`src/rtl/tmds_pkg.sv`:
```
// tmds_pkg: shared TMDS definitions - control tokens, receive FSM states, XOR/XNOR decision
//   TOK_00..TOK_11 : the four 10-bit control tokens, suffix is {C1,C0}
//   state_e        : decoder alignment FSM states
//   tmds_use_xnor  : transmit-side XNOR decision for a data byte (also used by the encoder)
package tmds_pkg;
    localparam logic [9:0] TOK_00 = 10'b1101010100;
    localparam logic [9:0] TOK_01 = 10'b0010101011;
    localparam logic [9:0] TOK_10 = 10'b0101010100;
    localparam logic [9:0] TOK_11 = 10'b1010101011;
    typedef enum logic [1:0] {SEARCH, SLIP, LOCKED} state_e;
    function automatic logic tmds_use_xnor(input logic [7:0] b);
        return ($countones(b) > 4) || ($countones(b) == 4 && !b[0]);
    endfunction
endpackage

```
`src/rtl/tmds_decoder_if.sv`:
```
// tmds_decoder_if: deserializer-side symbol input and decoded outputs of one TMDS channel
//   sym_in  : raw 10-bit word from the deserializer
//   bitslip : one-cycle slip request back to the deserializer
//   aligned : word alignment locked
//   de      : data enable for the decoded byte
//   data    : decoded pixel byte
//   ctrl    : decoded control code {C1,C0}
//   err     : invalid data symbol seen while locked
//   master  : symbol source / output consumer side; slave: the decoder
interface tmds_decoder_if;
    logic [9:0] sym_in;
    logic       bitslip;
    logic       aligned;
    logic       de;
    logic [7:0] data;
    logic [1:0] ctrl;
    logic       err;
    modport master (output sym_in, input bitslip, aligned, de, data, ctrl, err);
    modport slave  (input sym_in, output bitslip, aligned, de, data, ctrl, err);
endinterface

```
`src/rtl/tmds_symbol_decode.sv`:
```
// tmds_symbol_decode: combinational classification and decode of one TMDS symbol
//   sym     : raw symbol, bit 9 = invert flag, bit 8 = XOR flag (1 = XOR)
//   is_ctrl : symbol is one of the four control tokens
//   ctrl    : control code {C1,C0} (00 when not a token)
//   q       : decoded data byte
//   invalid : data symbol whose XOR flag contradicts the transmit decision
//             (port exists only with TMDS_DEC_ERRCHK_EN defined)
module tmds_symbol_decode
    import tmds_pkg::*;
(
    input  logic [9:0] sym,
    output logic       is_ctrl,
    output logic [1:0] ctrl,
    output logic [7:0] q
`ifdef TMDS_DEC_ERRCHK_EN
    ,
    output logic       invalid
`endif
);
    logic [7:0] d;
    assign d       = sym[9] ? ~sym[7:0] : sym[7:0];
    // XNOR is XOR with an extra inversion, applied when the XOR flag is clear
    assign q       = {d[7:1] ^ d[6:0] ^ {7{~sym[8]}}, d[0]};
    assign is_ctrl = sym inside {TOK_00, TOK_01, TOK_10, TOK_11};
    assign ctrl    = sym == TOK_01 ? 2'b01 : sym == TOK_10 ? 2'b10 : sym == TOK_11 ? 2'b11 : 2'b00;
`ifdef TMDS_DEC_ERRCHK_EN
    assign invalid = !is_ctrl && (tmds_use_xnor(q) == sym[8]);
`endif
endmodule

```
`src/rtl/tmds_decoder.sv`:
```
// tmds_decoder: per-channel TMDS receive decoder with control-token word alignment
//   clk : pixel clock
//   rst : asynchronous active-high reset
//   bus : tmds_decoder_if.slave - sym_in in; bitslip, aligned, de, data, ctrl, err out
// Define TMDS_DEC_ERRCHK_EN to include the validity check, error counter, err and lock loss;
// without it err is tied low and LOCKED is left only by reset.
module tmds_decoder
    import tmds_pkg::*;
#(
    parameter int CTRL_RUN   = 8,
    parameter int SEARCH_LEN = 64,
    parameter int SLIP_WAIT  = 4
`ifdef TMDS_DEC_ERRCHK_EN
    ,
    parameter int ERR_LIMIT  = 4
`endif
) (
    input logic           clk,
    input logic           rst,
    tmds_decoder_if.slave bus
);
    localparam int RW = $clog2(CTRL_RUN) + 1;
    localparam int TW = $clog2(SEARCH_LEN) + 1;
    localparam int WW = $clog2(SLIP_WAIT) + 1;
    localparam logic [RW-1:0] RUN_MAX   = RW'(CTRL_RUN);
    localparam logic [TW-1:0] TIMER_MAX = TW'(SEARCH_LEN);
    localparam logic [WW-1:0] WAIT_MAX  = WW'(SLIP_WAIT);
    state_e        state_q, state_d;
    logic [9:0]    sym_q, sym_d;
    logic [RW-1:0] run_q, run_d;
    logic [TW-1:0] timer_q, timer_d;
    logic [WW-1:0] wait_q, wait_d;
    logic          bitslip_q, bitslip_d;
    logic          de_q, de_d;
    logic [7:0]    data_q, data_d;
    logic [1:0]    ctrl_q, ctrl_d;
    logic          dec_ctrl;
    logic [1:0]    dec_code;
    logic [7:0]    dec_q;
`ifdef TMDS_DEC_ERRCHK_EN
    localparam int EW = $clog2(ERR_LIMIT) + 1;
    localparam logic [EW-1:0] ERR_MAX = EW'(ERR_LIMIT);
    logic [EW-1:0] err_cnt_q, err_cnt_d;
    logic          err_q, err_d;
    logic          dec_invalid;
`endif
    tmds_symbol_decode u_dec (
        .sym     (sym_q),
        .is_ctrl (dec_ctrl),
        .ctrl    (dec_code),
        .q       (dec_q)
`ifdef TMDS_DEC_ERRCHK_EN
        ,
        .invalid (dec_invalid)
`endif
    );
    // The FSM looks at the stage-1 symbol, so aligned changes together with that symbol's decode.
    always_comb begin
        sym_d     = bus.sym_in;
        state_d   = state_q;
        run_d     = dec_ctrl ? (run_q == RUN_MAX ? run_q : run_q + 1'b1) : '0;
        timer_d   = '0;
        wait_d    = '0;
        bitslip_d = 1'b0;
        de_d      = !dec_ctrl && state_q == LOCKED;
        data_d    = dec_ctrl ? data_q : dec_q;
        ctrl_d    = dec_ctrl ? dec_code : ctrl_q;
`ifdef TMDS_DEC_ERRCHK_EN
        err_cnt_d = err_cnt_q;
        err_d     = 1'b0;
`endif
        case (state_q)
            SEARCH: begin
                timer_d = timer_q == TIMER_MAX ? timer_q : timer_q + 1'b1;
                if (run_d == RUN_MAX) begin
                    state_d = LOCKED;
`ifdef TMDS_DEC_ERRCHK_EN
                    err_cnt_d = '0;
`endif
                end else if (timer_q == TIMER_MAX - 1'b1) begin
                    state_d   = SLIP;
                    bitslip_d = 1'b1;
                end
            end
            SLIP: begin
                run_d  = '0;
                wait_d = wait_q == WAIT_MAX ? wait_q : wait_q + 1'b1;
                if (wait_q == WAIT_MAX - 1'b1)
                    state_d = SEARCH;
            end
            LOCKED: begin
`ifdef TMDS_DEC_ERRCHK_EN
                if (run_d == RUN_MAX)
                    err_cnt_d = '0;
                else if (dec_invalid) begin
                    err_cnt_d = err_cnt_q == ERR_MAX ? err_cnt_q : err_cnt_q + 1'b1;
                    err_d     = 1'b1;
                end
                if (err_cnt_d == ERR_MAX) begin
                    state_d   = SEARCH;
                    err_cnt_d = '0;
                    run_d     = '0;
                end
`endif
            end
            default: state_d = SEARCH;
        endcase
    end
    always_ff @(posedge clk or posedge rst) begin
        if (rst) begin
            state_q   <= SEARCH;
            sym_q     <= '0;
            run_q     <= '0;
            timer_q   <= '0;
            wait_q    <= '0;
            bitslip_q <= 1'b0;
            de_q      <= 1'b0;
            data_q    <= '0;
            ctrl_q    <= '0;
`ifdef TMDS_DEC_ERRCHK_EN
            err_cnt_q <= '0;
            err_q     <= 1'b0;
`endif
        end else begin
            state_q   <= state_d;
            sym_q     <= sym_d;
            run_q     <= run_d;
            timer_q   <= timer_d;
            wait_q    <= wait_d;
            bitslip_q <= bitslip_d;
            de_q      <= de_d;
            data_q    <= data_d;
            ctrl_q    <= ctrl_d;
`ifdef TMDS_DEC_ERRCHK_EN
            err_cnt_q <= err_cnt_d;
            err_q     <= err_d;
`endif
        end
    end
    assign bus.bitslip = bitslip_q;
    assign bus.aligned = state_q == LOCKED;
    assign bus.de      = de_q;
    assign bus.data    = data_q;
    assign bus.ctrl    = ctrl_q;
`ifdef TMDS_DEC_ERRCHK_EN
    assign bus.err     = err_q;
`else
    assign bus.err     = 1'b0;
`endif
endmodule

```
`src/flat_wrapper.sv`:
```
// flat-port wrapper written by rule: the top's interface ports become plain ports
module tmds_decoder_flat import tmds_pkg::*;
#(
    parameter int CTRL_RUN   = 8,
    parameter int SEARCH_LEN = 64,
    parameter int SLIP_WAIT  = 4

)
  (clk, rst, bus_sym_in, bus_bitslip, bus_aligned, bus_de, bus_data, bus_ctrl, bus_err);
  tmds_decoder_if bus_i ();
  input logic clk;
  input logic rst;
  input wire logic [$bits(bus_i.sym_in)-1:0] bus_sym_in;
  output wire logic [$bits(bus_i.bitslip)-1:0] bus_bitslip;
  output wire logic [$bits(bus_i.aligned)-1:0] bus_aligned;
  output wire logic [$bits(bus_i.de)-1:0] bus_de;
  output wire logic [$bits(bus_i.data)-1:0] bus_data;
  output wire logic [$bits(bus_i.ctrl)-1:0] bus_ctrl;
  output wire logic [$bits(bus_i.err)-1:0] bus_err;
  assign bus_i.sym_in = bus_sym_in;
  assign bus_bitslip = bus_i.bitslip;
  assign bus_aligned = bus_i.aligned;
  assign bus_de = bus_i.de;
  assign bus_data = bus_i.data;
  assign bus_ctrl = bus_i.ctrl;
  assign bus_err = bus_i.err;
  tmds_decoder #(.CTRL_RUN(CTRL_RUN), .SEARCH_LEN(SEARCH_LEN), .SLIP_WAIT(SLIP_WAIT)) u_core (.clk(clk), .rst(rst), .bus(bus_i));
endmodule
```
`config.mk`:
```
export PLATFORM = sky130hd
export DESIGN_NAME = tmds_decoder_flat
export DESIGN_NICKNAME = d
export VERILOG_FILES = /design/src/rtl/tmds_pkg.sv /design/src/rtl/tmds_decoder_if.sv /design/src/rtl/tmds_symbol_decode.sv /design/src/rtl/tmds_decoder.sv /design/src/flat_wrapper.sv
export SDC_FILE = /design/constraint.sdc
export NUM_CORES = 1
export LEC_CHECK = 0
export ABC_AREA = 0
export CAP_MARGIN = 20
export CORE_ASPECT_RATIO = 0.6
export CORE_MARGIN = 3
export CORE_UTILIZATION = 55
export DETAILED_ROUTE_END_ITERATION = 8
export PLACE_DENSITY = 0.87
export SYNTH_ARGS = -nofsm -noshare
export SYNTH_HDL_FRONTEND = slang
export SYNTH_HIERARCHICAL = 1
export SYNTH_SLANG_ARGS = --single-unit
```
`constraint.sdc`:
```
create_clock -name clk -period 5.3 [get_ports clk]
set_input_delay 1.59 -clock clk [delete_from_list [all_inputs] [get_ports clk]]
set_output_delay 1.59 -clock clk [all_outputs]
set_load 0.02 [all_outputs]
```
# Yosys cells after proc, flatten, opt, wreduce, memory -nomap -nowiden
# Index checks and enable logic that the tools add are counted.
# Widths: inputs -> output; s select.
# op_classes
add_sub_neg	3
mul	0
div	0
magnitude_cmp	0
eq_ne	16
shifts	0
n_mux	18
n_bitwise	5
n_reduce_logical	5
# ops
op	n
$eq 10x10->1 const B	2
$mux 7	2
$xor 7x7->7	2
$mux 2	6
$mux 4	3
$eq 10x8->1 const B	1
$eq 10x9->1 const B	1
$eq 4x4->1 const B	2
$mux 8	1
$not 8->8	1
$add 7x1->7 const B	1
$eq 7x6->1 const B	1
$eq 7x7->1 const B	1
$mux 3	2
$pmux 2 s3	1
$add 4x1->4 const B	1
$ne 2x2->1 const B	2
$reduce_bool 4->1	1
$add 3x1->3 const B	1
$eq 3x2->1 const B	1
$eq 3x3->1 const B	1
$mux 1	3
$ne 3x1->1 const B	1
$reduce_and 3->1	1
other kinds (7)	8
# word_totals
regBits	38
latchBits	0
mem_bits_rw	0
mem_bits_ro	0
in_bits	12
out_inout_bits	14
wordCells	56
mem_count	0

# Longest topological paths before layout
# depth
ltp_word	6
depth_mapped	7

# Hierarchy
# The synthesis kept the hierarchy.
# modules_own_cells
mod	instances	cells_per_inst	area_per_inst_um2	seq_area_each_um2
tmds_decoder	1	125	1569.0	950.9
tmds_symbol_decode	1	26	240.2	0.0

# Worst setup path after synthesis
# No wires, ideal clock.
# synth_path
path_type	register to output
from	register u_core.state_q[0]
to	output bus_aligned
arrival_ps	711
t_required_ps	3710
setup_slack_ps	2999
path_stages_with_launch	2
path_buffers	0
cell_sequence	dfrtp_1 > nor2b_1
# synth_via
elab_chain_cells	1
# synth_lines
item	line	rtl
start, declared	tmds_decoder.sv:28	state_e state_q, state_d;
start signal, assigned	tmds_decoder.sv:125	state_q <= state_d;
$eq 2x2->1	tmds_decoder.sv:141	assign bus.aligned = state_q == LOCKED;
end, declared	flat_wrapper.sv:15	output wire logic [$bits(bus_i.aligned)-1:0] bus_aligned;
# Every way passes these cells.

# Final worst setup path
# Same ends and word-level chain as after synthesis.

==> results.py <==
metrics = {
    "cells_and_area": {
        "drive_above_1_share_pct": 14.4,
        "diodes": 0,
        "nFillCells": 208,
        "synthToLayoutAreaGrowth_pct": 20.7,
        "finish.net_count": 198,
        "finalInstanceArea_um2": 2180,
    },
    "yosys": {
        "synth_seq_area_share_pct": 52.6,
        "synth-simple-area-share_pct": 16.9,
        "synth_compound_area_share_pct": 4.77,
        "ys_types": 40,
        "synthCells": 151,
        "synth_commonest_cells": "dfrtp_1, inv_1, mux2_2, xnor2_1, xor2_1",
        "synthFlopType": "dfrtp_1",
        "synth.area.top_cells": "dfrtp_1, mux2_2, ha_1",
        "synth-async-reset-ratio_pct": 100,
        "synth_xor_area_share_pct": 9.68,
        "syn-cell-area_um2": 1810,
        "synth_area_per_cell_um2": 12.0,
        "synth_nets": 170,
        "synth_top_area_share_pct": 52.6,
        "synth-edff-count": 0,
        "synth_top_family_by_area": "simple AND/OR/NAND/NOR gates",
        "synth_mux_area_share_pct": 6.78,
        "synthAdderAreaFrac_pct": 4.84,
        "ys_seq_elements": 38,
        "ys.warnings.count": 6,
        "synth_most_common_cell": "dfrtp_1",
        "yosysTopAreaCell": "dfrtp_1",
    },
    "die": {
        "num_rows": 15,
        "dieArea_um2": 4040,
        "core-area_um2": 3000,
        "die_y_um": 50.4,
        "initial_utilization_pct": 60.2,
        "die_w_um": 80.0,
        "io_pins": 26,
    },
    "sta": {
        "maxSlewHeadroom_pct": 57.4,
        "finalWorstSetupSlack_ns": 2.20,
        "worst_pin_slew_ns": 0.640,
        "hold_viol": 0,
        "drv_slew": 0,
        "period_minus_slack_ns": 3.10,
        "fmax_ghz": 0.323,
        "fin_skew_ns": 0.00583,
        "fin_hold_ws_ns": 0.508,
        "setup_viol": 0,
        "fin_crit_sh_pct": 58.5,
        "rsz0062_at_grt": "no",
        "finalSetupTns_ns": 0,
    },
    "clocking": {
        "clk_latency_ns": 0.28,
        "cts-root-buf": "clkbuf_8",
        "cts_resized": 0,
        "htree_levels": 2,
        "clock_sinks": 38,
        "cts_hold_buf": 0,
        "clockBufferDepth": 2,
        "cts_setup_buffers": 0,
        "clk_pin_slew_ns": 0.08,
        "cts_buffers": 5,
        "cts_tree": "built",
    },
    "route": {
        "wl_per_cell_um": 15.0,
        "drt_first_pass_iters": 4,
        "vias": 1183,
        "drt_iter0_drc": 52,
        "drc": 0,
        "wl_mm": 3.33,
        "vias_per_cell": 5.33,
        "route.antenna.remaining_nets": 0,
    },
    "pwr": {
        "power_uw": 621,
        "p_per_area_nw_per_um2": 284,
        "peakVddDrop_uv": 157,
        "leakage_nw": 0.948,
    },
    "worst_setup_path": {
        "crit_path_start_kind": "flip-flop",
        "end_kind": "output pin",
        "r2r_slack_ns": 2.96,
        "arrival_ns": 1.51,
        "required_ns": 3.71,
        "critPathKind": "flip-flop to output pin",
        "crit_fanout": 4,
    },
    "run_status": {
        "outcome": "finished clean",
    },
    "global_routing": {
        "grt_max_degree": 39,
        "antenna_found_initial": 0,
        "grt_pass1_wl_mm": 5.80,
        "grt_pass1_vias": 1253,
        "grt_usage_pct": 18.9,
        "grt-ovfl-total": 0,
    },
    "worst_hold_path": {
        "min_path_type": "flip-flop to flip-flop",
    },
    "place": {
        "port_buffers": 24,
        "gp_congestion": 0.727,
        "placed_area_um2": 2070,
        "hpwl_mm": 2.46,
        "pre_cts_ws_ns": 2.52,
    },
    "run": {
        "cap_violations": 0,
    },
}
## worst max-delay path, stage by stage (launching register included)
cell	delay (ns)
dfrtp_1	0.42
nor2b_1	0.18
clkdlybuf4s50_1	0.63
## routing by layer
layer,track usage [%],part of all wire (%),vias up
li1,-,-,565
met1,23.9,43,586
met2,31.2,51,28
met3,5.20,5.0,4
met4,7.02,0.75,0
met5,0,0,-
## per-stage QoR
step                utilization (%)  std cells
floorplan                         -        151
global placement               69.1        214
finish                         72.7        222
CTS                            72.7        222
global route                   72.7        222
detailed placement             69.1        214
## logic make-up after synthesis
family                   Yosys count
XOR/XNOR                          20
other                              1
adder cells (fa/ha/maj)            7
AO/OA/AOI/OAI                     12
buffers and inverters             15
flip-flops                        38
AND/OR/NAND/NOR                   47
multiplexers                      11
## report_power, final
group	total, mW	switching [mW]	internal [mW]
clock network	0.238	0.0995	0.138
registers	0.314	0.0110	0.303
logic	0.0691	0.0311	0.0380
## placed cells by master, fill, tap and decap left out, types with 2 or more instances in the layout
master           synthesis  layout
dfrtp_1                 38      38
clkdlybuf4s50_1          0      24
inv_1                   11      11
nor2_1                   9       9
o21ai_0                  2       2
mux2_2                  10      10
nor3_1                   2       2
a21oi_1                  4       4
nand3_1                  6       6
xnor2_1                 10      10
nand2_1                  5       5
clkinv_2                 0       2
nand2b_1                 4       4
and3_1                   2       2
clkbuf_8                 0       5
nor2b_1                  4       4
nand4_1                  2       2
ha_1                     7       7
xor2_1                  10      10
## worst paths after layout
check	startpoint	endpoint	cells after the start
worst max-delay path	u_core/state_q[0]$_DFFE_PP0P_	bus_aligned	2
worst min-delay path	u_core/bus.data[6]$_DFFE_PP0N_	u_core/bus.data[6]$_DFFE_PP0N_	1
worst max register to register	u_core/sym_q[8]$_DFF_PP0_	u_core/state_q[0]$_DFFE_PP0P_	6
worst min register to register	u_core/bus.data[6]$_DFFE_PP0N_	u_core/bus.data[6]$_DFFE_PP0N_	1
max in group asynchronous	rst	u_core/bus.ctrl[1]$_DFFE_PP0P_	3
min in group asynchronous	rst	u_core/bus.data[1]$_DFFE_PP0N_	3
## area by class of cell
type | count | area (µm²) | area share (%)
timing repair buffer | 25 | 248 | 11.3
clock buffer | 5 | 68.8 | 3.15
clock inverter | 3 | 40.0 | 1.83
multi-input combinational | 98 | 782 | 35.8
sequential | 38 | 951 | 43.6
tap | 42 | 52.6 | 2.41
inverter | 11 | 41.3 | 1.89
## sequential cells by signal, summed over array words and instances, names as in the netlist
register / cells
u_core/bus.de: 1
u_core/bus.data: 8
u_core/state_q: 2
u_core/wait_q: 3
u_core/bus.ctrl: 2
u_core/sym_q: 10
u_core/run_q: 4
u_core/bus.bitslip: 1
u_core/timer_q: 7
(Power assumes the default switching activity.)
